`src/rtl/muldiv_seq.sv`:
```
// Sequential RV32M multiply/divide unit: shift-add multiply or restoring divide,
// one bit per cycle, with a fixed latency for every op and operand.
module muldiv_seq #(
  parameter int WIDTH = 32
) (
  input  logic             clk,
  input  logic             rst,
  input  logic             start,
  input  logic             kill,
  input  logic [2:0]       op,
  input  logic [WIDTH-1:0] src_a,
  input  logic [WIDTH-1:0] src_b,
  output logic             busy,
  output logic             done,
  output logic [WIDTH-1:0] result
);

  localparam int CW = (WIDTH > 1) ? $clog2(WIDTH) : 1;
  localparam logic [CW-1:0] LAST = CW'(WIDTH - 1);

  typedef enum logic [2:0] {
    S_IDLE,
    S_PREP,
    S_CALC,
    S_FIX,
    S_DONE
  } state_t;

  state_t r_state;
  state_t w_state_next;
  logic   w_accept;

  logic [2:0]         r_op;
  logic [WIDTH-1:0]   r_a;
  logic [WIDTH-1:0]   r_b;
  logic [WIDTH-1:0]   r_mb;
  logic [WIDTH-1:0]   r_quo;
  logic [WIDTH-1:0]   r_rem;
  logic [WIDTH-1:0]   r_result;
  logic [2*WIDTH-1:0] r_prod;
  logic [CW-1:0]      r_cnt;
  logic               r_sign;
  logic               r_done;

  // Operand sign handling, evaluated during PREP from the latched operands
  logic             w_a_signed;
  logic             w_b_signed;
  logic             w_sa;
  logic             w_sb;
  logic             w_sign;
  logic [WIDTH-1:0] w_ma;
  logic [WIDTH-1:0] w_mb;

  assign w_a_signed = (r_op == 3'b001) || (r_op == 3'b010) || (r_op == 3'b100) || (r_op == 3'b110);
  assign w_b_signed = (r_op == 3'b001) || (r_op == 3'b100) || (r_op == 3'b110);
  assign w_sa       = w_a_signed & r_a[WIDTH-1];
  assign w_sb       = w_b_signed & r_b[WIDTH-1];
  assign w_ma       = w_sa ? (~r_a + 1'b1) : r_a;
  assign w_mb       = w_sb ? (~r_b + 1'b1) : r_b;
  assign w_sign     = (r_op == 3'b110) ? w_sa : (w_sa ^ w_sb);

  // Multiply step: add the multiplicand into the upper half, then shift right
  logic [WIDTH:0] w_add;
  assign w_add = {1'b0, r_prod[2*WIDTH-1:WIDTH]} + {1'b0, ({WIDTH{r_prod[0]}} & r_mb)};

  // Divide step: the WIDTH+1-bit partial remainder is the shifted remainder
  logic [WIDTH:0]   w_shift;
  logic             w_ge;
  logic [WIDTH-1:0] w_diff;
  assign w_shift = {r_rem, r_quo[WIDTH-1]};
  assign w_ge    = (w_shift >= {1'b0, r_mb});
  assign w_diff  = w_shift[WIDTH-1:0] - r_mb;

  logic [2*WIDTH-1:0] w_prod_fix;
  logic [WIDTH-1:0]   w_quo_fix;
  logic [WIDTH-1:0]   w_rem_fix;
  logic [WIDTH-1:0]   w_fix;
  logic               w_b_zero;

  assign w_prod_fix = r_sign ? (~r_prod + 1'b1) : r_prod;
  assign w_quo_fix  = r_sign ? (~r_quo + 1'b1) : r_quo;
  assign w_rem_fix  = r_sign ? (~r_rem + 1'b1) : r_rem;
  assign w_b_zero   = (r_b == '0);

  // Signed overflow (MIN / -1) falls out of the magnitude path naturally
  always_comb begin
    w_fix = '0;
    case (r_op)
      3'b000:                 w_fix = w_prod_fix[WIDTH-1:0];
      3'b001, 3'b010, 3'b011: w_fix = w_prod_fix[2*WIDTH-1:WIDTH];
      3'b100, 3'b101:         w_fix = w_b_zero ? '1 : w_quo_fix;
      default:                w_fix = w_b_zero ? r_a : w_rem_fix;
    endcase
  end

  always_comb begin
    w_state_next = r_state;
    w_accept     = 1'b0;
    unique case (r_state)
      S_IDLE: begin
        // the done pulse cycle is still part of the operation, so no accept there
        if (start && !kill && !r_done) begin
          w_accept     = 1'b1;
          w_state_next = S_PREP;
        end
      end
      S_PREP:  w_state_next = S_CALC;
      S_CALC:  if (r_cnt == LAST) w_state_next = S_FIX;
      S_FIX:   w_state_next = S_DONE;
      S_DONE:  w_state_next = S_IDLE;
      default: w_state_next = S_IDLE;
    endcase
    if (kill) w_state_next = S_IDLE;
  end

  always_ff @(posedge clk) begin
    if (rst) r_state <= S_IDLE;
    else     r_state <= w_state_next;
  end

  always_ff @(posedge clk) begin
    if (rst) begin
      r_op     <= '0;
      r_a      <= '0;
      r_b      <= '0;
      r_mb     <= '0;
      r_quo    <= '0;
      r_rem    <= '0;
      r_prod   <= '0;
      r_cnt    <= '0;
      r_sign   <= 1'b0;
      r_result <= '0;
      r_done   <= 1'b0;
    end else begin
      r_done <= (r_state == S_DONE) && !kill;
      if (w_accept) begin
        r_op <= op;
        r_a  <= src_a;
        r_b  <= src_b;
      end
      case (r_state)
        S_PREP: begin
          r_mb   <= w_mb;
          r_sign <= w_sign;
          r_cnt  <= '0;
          r_prod <= {{WIDTH{1'b0}}, w_ma};
          r_rem  <= '0;
          r_quo  <= w_ma;
        end
        S_CALC: begin
          r_cnt <= r_cnt + 1'b1;
          if (r_op[2]) begin
            r_rem <= w_ge ? w_diff : w_shift[WIDTH-1:0];
            r_quo <= {r_quo[WIDTH-2:0], w_ge};
          end else begin
            r_prod <= {w_add, r_prod[WIDTH-1:1]};
          end
        end
        S_FIX: if (!kill) r_result <= w_fix;
        default: ;
      endcase
    end
  end

  assign busy   = (r_state != S_IDLE) || r_done;
  assign done   = r_done;
  assign result = r_result;

endmodule
```
`config.mk`:
```
export PLATFORM = sky130hd
export DESIGN_NAME = muldiv_seq
export DESIGN_NICKNAME = d
export VERILOG_FILES = /design/src/rtl/muldiv_seq.sv
export SDC_FILE = /design/constraint.sdc
export NUM_CORES = 1
export LEC_CHECK = 0
export ABC_AREA = 1
export BUFFER_PORTS_ARGS = -buffer_cell sky130_fd_sc_hd__buf_2
export CAP_MARGIN = 40
export CELL_PAD_IN_SITES_DETAIL_PLACEMENT = 1
export CELL_PAD_IN_SITES_GLOBAL_PLACEMENT = 2
export CORE_AREA = 4 4 255 257
export CTS_CLUSTER_SIZE = 16
export DETAILED_ROUTE_END_ITERATION = 7
export DIE_AREA = 0 0 259 261
export GPL_TIMING_DRIVEN = 0
export PLACE_DENSITY = 0.94
export RECOVER_POWER = 50
export SETUP_SLACK_MARGIN = 0.05
export SLEW_MARGIN = 20
export SYNTH_ARGS = -nofsm -noshare
export SYNTH_HDL_FRONTEND = slang
export SYNTH_SLANG_ARGS = --single-unit
```
`constraint.sdc`:
```
create_clock -name clk -period 7 [get_ports clk]
set_input_delay 0 -clock clk [delete_from_list [all_inputs] [get_ports clk]]
set_output_delay 0 -clock clk [all_outputs]
set_load 0.02 [all_outputs]
```
# Yosys cells after proc, flatten, opt, wreduce, memory -nomap -nowiden
# Cells that the tools add are included.
dict set report classes {
  eq_ne 15
  bitwise_logic 10
  addsub 8
  mux 22
  n_lt_le_gt_ge 1
  reduce_logical 23
}
# operator count
set ops {}
lappend ops {{32-bit two-way mux} 9}
lappend ops {{32-bit by 1-bit adder with 32-bit output, second input constant} 4}
lappend ops {{64-bit two-way mux} 2}
lappend ops {{32-bit inverter} 4}
lappend ops {{32-bit one-hot mux with 2 select lines} 2}
lappend ops {{64-bit one-hot mux with 2 select lines} 1}
lappend ops {{32-bit one-hot mux with 3 select lines} 1}
lappend ops {{64-bit by 1-bit adder with 64-bit output, second input constant} 1}
lappend ops {{64-bit inverter} 1}
lappend ops {{32-bit by 32-bit adder with 33-bit output} 1}
lappend ops {{33-bit by 32-bit greater-or-equal comparator with 1-bit output} 1}
lappend ops {{32-bit bitwise AND} 1}
lappend ops {{32-bit logical NOT} 1}
lappend ops {{32-bit subtractor} 1}
lappend ops {{3-bit by 2-bit == test with 1-bit output, second input constant} 4}
lappend ops {{3-bit == test, second input constant} 4}
lappend ops {{3-bit one-hot mux with 4 select lines} 1}
lappend ops {{5-bit one-hot mux with 2 select lines} 1}
lappend ops {{2-bit != test, second input constant} 4}
lappend ops {{2-bit AND reduction} 4}
lappend ops {{3-bit by 1-bit == test with 1-bit output, second input constant} 2}
lappend ops {{3-bit logical NOT} 2}
lappend ops {{1-bit logical OR} 6}
lappend ops {{3-bit two-way mux} 2}
lappend ops {{12 further kinds} 19}
dict set report word_totals {
  wordCells 91
  output_inout_bits 34
  inputBits 71
  regBits 269
}

# Depth between registers and ports, before layout
# Gate-level depths: netlist (run 1).
dict set report depth {
  depth_word 7
  depth_mapped 20
  mapped_depth_nobuf 18
}

# Worst setup path before layout (run 1)
# OpenSTA, ideal clock, no wires.
dict set report synth_timing {
  path_type {flip-flop to flip-flop}
  startpoint {reg r_prod[0]}
  endpoint {reg r_prod[47]}
  path_stages_with_launch 21
  required_ps 6930
  setup_time_ps 70
  synth_period_minus_slack_ps 2423
  arrival_time_ps 2353
  setup_slack_ps 4577
  path_cell_list {dfxtp_1 -> buf_6 -> clkbuf_1 -> nand2_1 -> inv_1 -> ha_1 -> inv_1 -> fa_1 -> inv_1 -> nand3_1 -> nand2_1 -> nand2_1 -> nand2_1 -> nand2_1 -> nand2_1 -> inv_1 -> o21bai_1 -> inv_1 -> nand2_1 -> nand3_1 -> a21oi_1}
}
dict set report synth_via {
  elab_chain_len 4
}
# element line_no
set synth_rtl {}
lappend synth_rtl {{from (decl)} 40} ;# logic [2*WIDTH-1:0] r_prod;
lappend synth_rtl {{from (signal assigned)} 146} ;# r_prod <= {{WIDTH{1'b0}}, w_ma};
lappend synth_rtl {{from (signal assigned)} 156} ;# r_prod <= {w_add, r_prod[WIDTH-1:1]};
lappend synth_rtl {{32-bit bitwise AND} 64} ;# assign w_add = {1'b0, r_prod[2*WIDTH-1:WIDTH]} + {1'b0, ({WIDTH{r_prod[0]}} & r_mb)};
lappend synth_rtl {{32-bit by 32-bit adder with 33-bit output} 64}
lappend synth_rtl {{64-bit two-way mux} 152} ;# if (r_op[2]) begin
lappend synth_rtl {{64-bit one-hot mux with 2 select lines} 141} ;# case (r_state)
# Every way passes these cells. The select of a mux whose other input is x is not followed.
# A chain may end at the register's enable or synchronous reset.

# Worst setup path in the final report (run 1)
dict set report layout_timing {
  startpoint {reg r_state[2]}
  endpoint {reg r_quo[9]}
}
dict set report layout_via {
  elab_chain_len 3
  elab_cells_between_ends 6
  cone_classes {eq/ne: 3; mux: 1; reduce/logical: 2}
}
# element line_no
set layout_rtl {}
lappend layout_rtl {{from (decl)} 29} ;# state_t r_state;
lappend layout_rtl {{from (signal assigned)} 118} ;# else r_state <= w_state_next;
lappend layout_rtl {{3-bit by 2-bit == test with 1-bit output / 3-bit by 1-bit == test with 1-bit output (equally long branches)} 141}
lappend layout_rtl {{2-bit != test (no source line) / 2-bit nonzero test (equally long branches)} n/a}
lappend layout_rtl {{2-bit AND reduction (no source line)} n/a}
lappend layout_rtl {{to (signal assigned)} 148} ;# r_quo <= w_ma;
lappend layout_rtl {{to (signal assigned)} 154} ;# r_quo <= {r_quo[WIDTH-2:0], w_ge};
lappend layout_rtl {{to (decl)} 37} ;# logic [WIDTH-1:0] r_quo;
# Several ways; a longest one is shown, not always the timed one.

==> results of run 1 <==
## sequential cells by signal (all words and copies together) (netlist names)
| register | count |
|---|---|
| r_prod | 64 |
| r_state | 3 |
| r_rem | 32 |
| r_mb | 32 |
| result | 32 |
| r_quo | 32 |
| r_sign | 1 |
| r_cnt | 5 |
| r_b | 32 |
| r_op | 3 |
| r_a | 32 |
| done | 1 |
## per-stage QoR
step	hold slack, ns	setup slack, ns	power [uW]
after CTS	0.166	4.00	4890
after floorplan	0.135	4.58	2440
after global routing	0.249	2.44	5110
after global placement	0.229	3.90	2860
final	0.206	2.41	4930
after detailed placement	0.233	4.02	2880
## per-layer routing
layer  global-route usage (%)  vias to the layer above  share of wire (%)
met3                     6.24                      222                9.1
li1                         -                    13300                  -
met5                        0                        -              0.011
met1                     46.6                    13600                 43
met4                     12.2                        2                4.1
met2                     54.3                     1210                 44
## cell families after synthesis
group                      after synthesis
AOI/OAI and AO/OA                      730
buffers and inverters                  679
and+or+nand+nor                       2148
adders and majority gates               73
xor gates and xnor gates                59
DFF                                    269
## worst min path at each step
stage / from / to / slack, ns / depth (start not counted)
after global placement: src_b[18] / r_b[18] / 0.23 / 3
after detailed placement: src_b[13] / r_b[13] / 0.23 / 3
final: src_b[25] / r_b[25] / 0.21 / 4
after CTS: src_b[13] / r_b[13] / 0.17 / 4
after floorplan: src_b[25] / r_b[25] / 0.13 / 2
after global routing: rst / r_quo[11] / 0.25 / 3
## repair_timing
| item | in CTS | in global routing |
|---|---|---|
| hold buffers | 71 | 0 |
| hold endpoints to repair | 71 | 0 |
| gates resized for setup | 0 | 0 |
## layout by cell type (no fill, tap or decap), types with 4 or more instances in the layout
master / instances
nor2_2: 12
o21a_1: 9
o21ai_1: 23
nand4_1: 44
xnor2_1: 16
o21ai_0: 306
xor2_1: 43
dfxtp_1: 269
clkbuf_16: 36
o22ai_1: 21
nand2_1: 1106
o21bai_1: 12
clkinv_1: 7
o211ai_1: 18
nand3_1: 420
buf_8: 4
clkinv_2: 7
clkbuf_1: 129
clkbuf_8: 5
nor3_1: 48
buf_4: 6
ha_1: 71
dlygate4sd3_1: 71
nor2_1: 473
and2_1: 4
buf_1: 15
a21oi_1: 299
bufinv_16: 5
buf_6: 13
a211oi_1: 5
nand3b_1: 24
diode_2: 4
inv_1: 511
inv_2: 10
a31oi_1: 24
buf_2: 105
## cells in the mapped netlist (43+ instances only)
master,count
a21oi_1,298
clkbuf_1,80
dfxtp_1,269
ha_1,71
inv_1,509
nand2_1,1106
nand3_1,420
nand4_1,44
nor2_1,471
nor3_1,48
o21ai_0,304
xor2_1,43
## worst min-delay path: cells and delay by family
kind	cells	cell delay, ns
buffers and inverters	2	0.62
AND/OR/NAND/NOR	2	0.12
## area by class of cell
type / count / area [um2] / share of cell area [%]
diodes: 4 / 10.0 / 0.0385
inverters: 528 / 1980 / 7.63
clock buffers: 43 / 977 / 3.76
flip-flops and latches: 269 / 5390 / 20.7
clock inverters: 18 / 254 / 0.978
repair buffers: 191 / 1370 / 5.27
plain buffers: 151 / 656 / 2.52
well taps: 846 / 1060 / 4.07
multi-input cells: 3010 / 14300 / 55.0
## power by group through the flow
stage               clock, uW  combinational (uW)  sequential, uW
global placement            0                1180            1680
global route             2060                1390            1660
CTS                      2000                1240            1650
detailed placement          0                1200            1680
finish                   1990                1280            1650
floorplan                   0                 792            1650
==> run metrics, run 1 <==
complex-gate fraction of the synthesized area about 17%; CTS buffer count 36; combinational family with the most area after synthesis simple AND/OR/NAND/NOR gates; Setup Buffers After CTS 0; Core Util, Final 41.4%; critical path class reg -> reg; CTS tree built; Worst Tran Pin Value roughly 1.5 ns; vias in the first global route 27.6k; Adder-Cell Fraction of Synth Area 4.15%; Fmax achieved 218 MHz; Worst R2R End r_quo[9]; Placed Cells ~4.9k; final net count 4,331; Starting DRT DRC Count roughly 2.6k; Synth Area in Simple Gates between 40% and 50%; Worst-Skew Late Latency roughly 0.57 ns; Crit path arrival time 5.07 ns; Top FF cell, synth dfxtp_1; CP Buf/Inv Count 5; gr usage total 34.1%; average routed wire per standard cell 23.5 um; Max IR drop VDD 207 uV; final instance area 26,000 um2; Rel. slew slack -3.13%; total grt overflow 0; row cnt 92; Post-Syn Nets 4,102; Reg power frac 33.6%; P_int 3140 uW; ys async rst share 0%; critical path depth 11; YS warnings 0; Tmin final 4.59 ns; mux share of post-synthesis cell area 0%; Sink Count 269; Switching Share 36.2%; Most common cell on crit path nor2_1; top cells by area, synth dfxtp_1 (24%), nand2_1 (19%), nand3_1 (9.4%), inv_1 (8.5%), nor2_1 (7.9%); 1st-pass router iterations 6; Die ar. 67,600 um2; critical path launch point r_state[2]; Clk pwr share 40.4%; Area Growth Syn to Fin 16.2%; Pleak 0.0128 uW; sequential element share of the synthesized area 24.1%; DRC Markers 0; final hold vios 0; placed inst area roughly 24,000 um2; antenna violations before repair 4; period utilization 65.6%; cells on worst reg2reg path 11; clock slew at reported path FFs 0.06 ns; Comb power frac 26.0%; Worst Skew ~0.025 ns; Die Y-Extent 261 um; RR Startpoint r_state[2]; Post-Synth XOR/XNOR Area between 2 and 2.5%; CP endpoint r_quo[9]; aggregate routed wire length 119,000 um; largest net degree at the start of global routing 13; clock tree buffer depth 3; pwr/cell area 190 nW/um2; crit-path cells nor2_1 -> clkinv_1 -> nor2_1 -> inv_1 -> nor2_1 -> nor2_2 -> inv_1 -> clkbuf_1 -> buf_4 -> nand2_1 -> a21oi_1; Sum Neg Setup Slack 0 ns; DP Wirelength ~97,000 um; RSZ-0062 raised after global routing false; #FFs+latches synth 269; Worst Path Required between 7 and 8 ns; failing checks capacitance limit, slew limit; CP Launch Type flop; count of final setup violators 0; Psw 1780 uW; H-tree depth 2; fillcell total 8,702; HP Class in -> reg; CP delay by family, top simple AND/OR/NAND/NOR gates; slowest stage delay, CP 1.16 ns; fin. max-slew vios 11; synthesized area per cell ~5.6 um2; Max Cap Viol 1; Post-synth EDFFs 0; GPL Wtd Cong 1.03; IO Port Bufs 103; Synth area leader dfxtp_1; CTS root buf clkbuf_16; # IOs 105; Slowest cell on crit path nor2_1; routed vias 28.3k; first-pass GRT wire length between 150,000 and 200,000 um; Synth Cell Area 22,400 um2; FF-to-FF setup slack 2.41 ns; crit path max fanout 10; Synth top area share 24.1%; outcome finished with violations; Final ANT Viol Nets 0; die width 259 um; Initial Utilization between 30% and 40%; Unique masters post-synth 52; share of layout cells above drive strength 1 5.30%; Crit. End Element flop; routed vias/inst 5.59; Core Footprint 62,700 um2; fin cells roughly 5.1k; Cells after Synth 3,958
No activity file was read; power rests on OpenSTA's default activity.
==> run 2, diff against run 1 <==
- CORE_AREA: 4 4 255 257 -> 4 4 278 280
- DIE_AREA: 0 0 259 261 -> 0 0 282 284
- PLACE_DENSITY: 0.94 -> 0.85
- clock period: 7 -> 3.7 ns (I/O delays scaled with it)
==> run metrics, run 2 (synthesized netlist as in run 1, its figures left out) <==
outcome completed; Reg power frac 33.9% (+0.3 points); clock tree buffer depth 3 (unchanged); die width 282 um (+8.9%); row cnt 100 (+8.7%); pre-CTS setup slack 0.661 ns (-3.36 ns); routed vias 27.9k (-1.3%); Pleak 0.0128 uW (-0.17%); CTS tree built; gr usage total 29.3% (-4.9 points); Biggest register r_prod; Area Growth Syn to Fin 16.6%; total grt overflow 0 (unchanged); fin. max-slew vios 0 (-11); period utilization 87.9% (+22 points); average routed wire per standard cell 23.4 um (-0.60%); # resized after CTS 0 (unchanged); CP Buf/Inv Count 4 (-1); fin cells 5,182 (+2.4%); Tmin final 3.25 ns (-1.34 ns); count of final setup violators 0 (unchanged); most frequent cells in the layout nand2_1 (1,106), inv_1 (511), nor2_1 (472); area of the multi-input gates 14,300 um2 (+0.11%); 1st-pass router iterations 5 (-1); most common cell after layout, fill and taps aside nand2_1; H-tree depth 2 (unchanged); CTS buffer count 36 (unchanged); Final ANT Viol Nets 0 (unchanged); Core Util, Final 35.0% (-6.4 points); pwr/cell area 354 nW/um2 (+87%); Initial Utilization 30.0% (-5.6 points); routed vias/inst 5.39 (-3.6%); IO Port Bufs 103 (unchanged); max reg flops 64 (unchanged); placed inst area 24,200 um2 (+0.58%); P_int 5840 uW (+86%); Sink Count 269 (unchanged); final instance area 26,100 um2 (+0.39%); Placed Cells 5,043 (+2.5%); Comb power frac 26.2% (+0.2 points); Core Footprint 74,400 um2 (+19%); Psw 3390 uW (+90%); # IOs 105 (unchanged); largest net degree at the start of global routing 12 (-1); Die ar. 80,100 um2 (+18%); CP delay by family, top simple AND/OR/NAND/NOR gates; HP Class in -> reg; DRC Markers 0 (unchanged); Max Cap Viol 0 (-1); Worst Tran Pin Value 1.21 ns (-0.332 ns); Worst Path Required 4.13 ns (-3.35 ns); RSZ-0062 raised after global routing false; crit-path cells nor2_1 -> inv_1 -> nor2_8 -> inv_1 -> nor2_1 -> nor2_2 -> buf_2 -> buf_1 -> nand2_1 -> a21oi_1; Worst Skew 0.0292 ns (+0.00437 ns); GPL Wtd Cong 1.00 (-2.9%); Crit. End Element flop; final net count 4,328 (-0.069%); Slowest cell on crit path nor2_1; slowest stage delay, CP 0.94 ns (-0.22 ns); first-pass GRT wire length 176,000 um (+0.99%); Die Y-Extent 284 um (+8.8%); Rel. slew slack 19.1% (+22 points); final hold vios 0 (unchanged); Switching Share 36.7% (+0.52 points); clock slew at reported path FFs 0.06 ns (about the same); worst setup margin 0.448 ns (-1.96 ns); Fmax achieved 307 MHz (+41%); aggregate routed wire length 121,000 um (+1.8%); Worst-Skew Late Latency 0.59 ns (+0.02 ns); crit path max fanout 10 (unchanged); CTS root buf clkbuf_16; share of layout cells above drive strength 1 5.25% (-0.048 points); DP Wirelength 99,900 um (+3.4%); Clk pwr share 39.9% (-0.5 points); Starting DRT DRC Count 2,899 (+12%); Max IR drop VDD 305 uV (+47%); vias in the first global route 27.0k (-2.1%); critical path class reg -> reg; FF/Latch Area 5390 um2 (unchanged); fillcell total 10.1k (+16%); antenna violations before repair 6 (+2); FF-to-FF setup slack 0.45 ns (-1.96 ns); Sum Neg Setup Slack 0 ns (unchanged); CP Launch Type flop; Crit path arrival time 3.68 ns (-1.39 ns)
run 2: cell types whose count changed in the layout (fill, tap and decap cells not counted), sizes merged:
| cell | change |
|---|---|
| clkbuf | +7 |
| buf | -3 |
| bufinv | -2 |
| clkinv | -2 |
| clkinvlp | -1 |
| diode | -1 |
| inv | +1 |
run 2: timing repair:
action	in CTS	in global routing
hold buffers	71	0
buffers inserted	0	0
endpoints found under the hold margin	74	0
setup endpoints to repair	0	0
run 2: metal layers:
layer | vias up | share of wire [%] | global-route usage, %
met4 | 4 | 3.1 | 7.89
met2 | 1043 | 44 | 46.8
met1 | 13400 | 45 | 40.8
li1 | 13300 | - | -
met3 | 180 | 7.9 | 4.60
met5 | - | 0.012 | 0
run 2: path summary, 6_finish.rpt:
kind                   start        to  cells after the start
hold / removal     src_b[11]   r_b[11]                      4
setup / recovery  r_state[2]  r_quo[5]                     10
setup reg to reg  r_state[2]  r_quo[5]                     10
hold reg to reg     r_quo[1]  r_quo[1]                      2
run 2: power by group through the flow:
stage / clock network (uW) / logic, uW / registers [uW]
after global placement: 0 / 2250 / 3180
after global routing: 3820 / 2640 / 3140
after CTS: 3740 / 2360 / 3120
after floorplan: 0 / 1500 / 3120
after detailed placement: 0 / 2290 / 3190
final: 3690 / 2410 / 3130
run 2: tightest hold or removal path, delay by kind of cell:
| kind | cells | cell delay (ns) |
|---|---|---|
| buffers and inverters | 2 | 0.62 |
| and+or+nand+nor | 2 | 0.12 |
run 2: metrics by stage:
step	hold slack [ns]	power [uW]
after CTS	0.163	9220
after global routing	0.220	9600
final	0.210	9230
after floorplan	0.135	4620
after global placement	0.227	5440
after detailed placement	0.235	5470
run 2: area by class of cell:
type                       instances  share of cell area [%]
multi-input combinational       3010                    54.8
sequential                       269                    20.7
inverter                         528                    7.60
timing repair buffer             188                    5.11
tap                              969                    4.65
clock buffer                      50                    3.89
buffer                           151                    2.52
clock inverter                    14                   0.710
antenna                            3                  0.0288
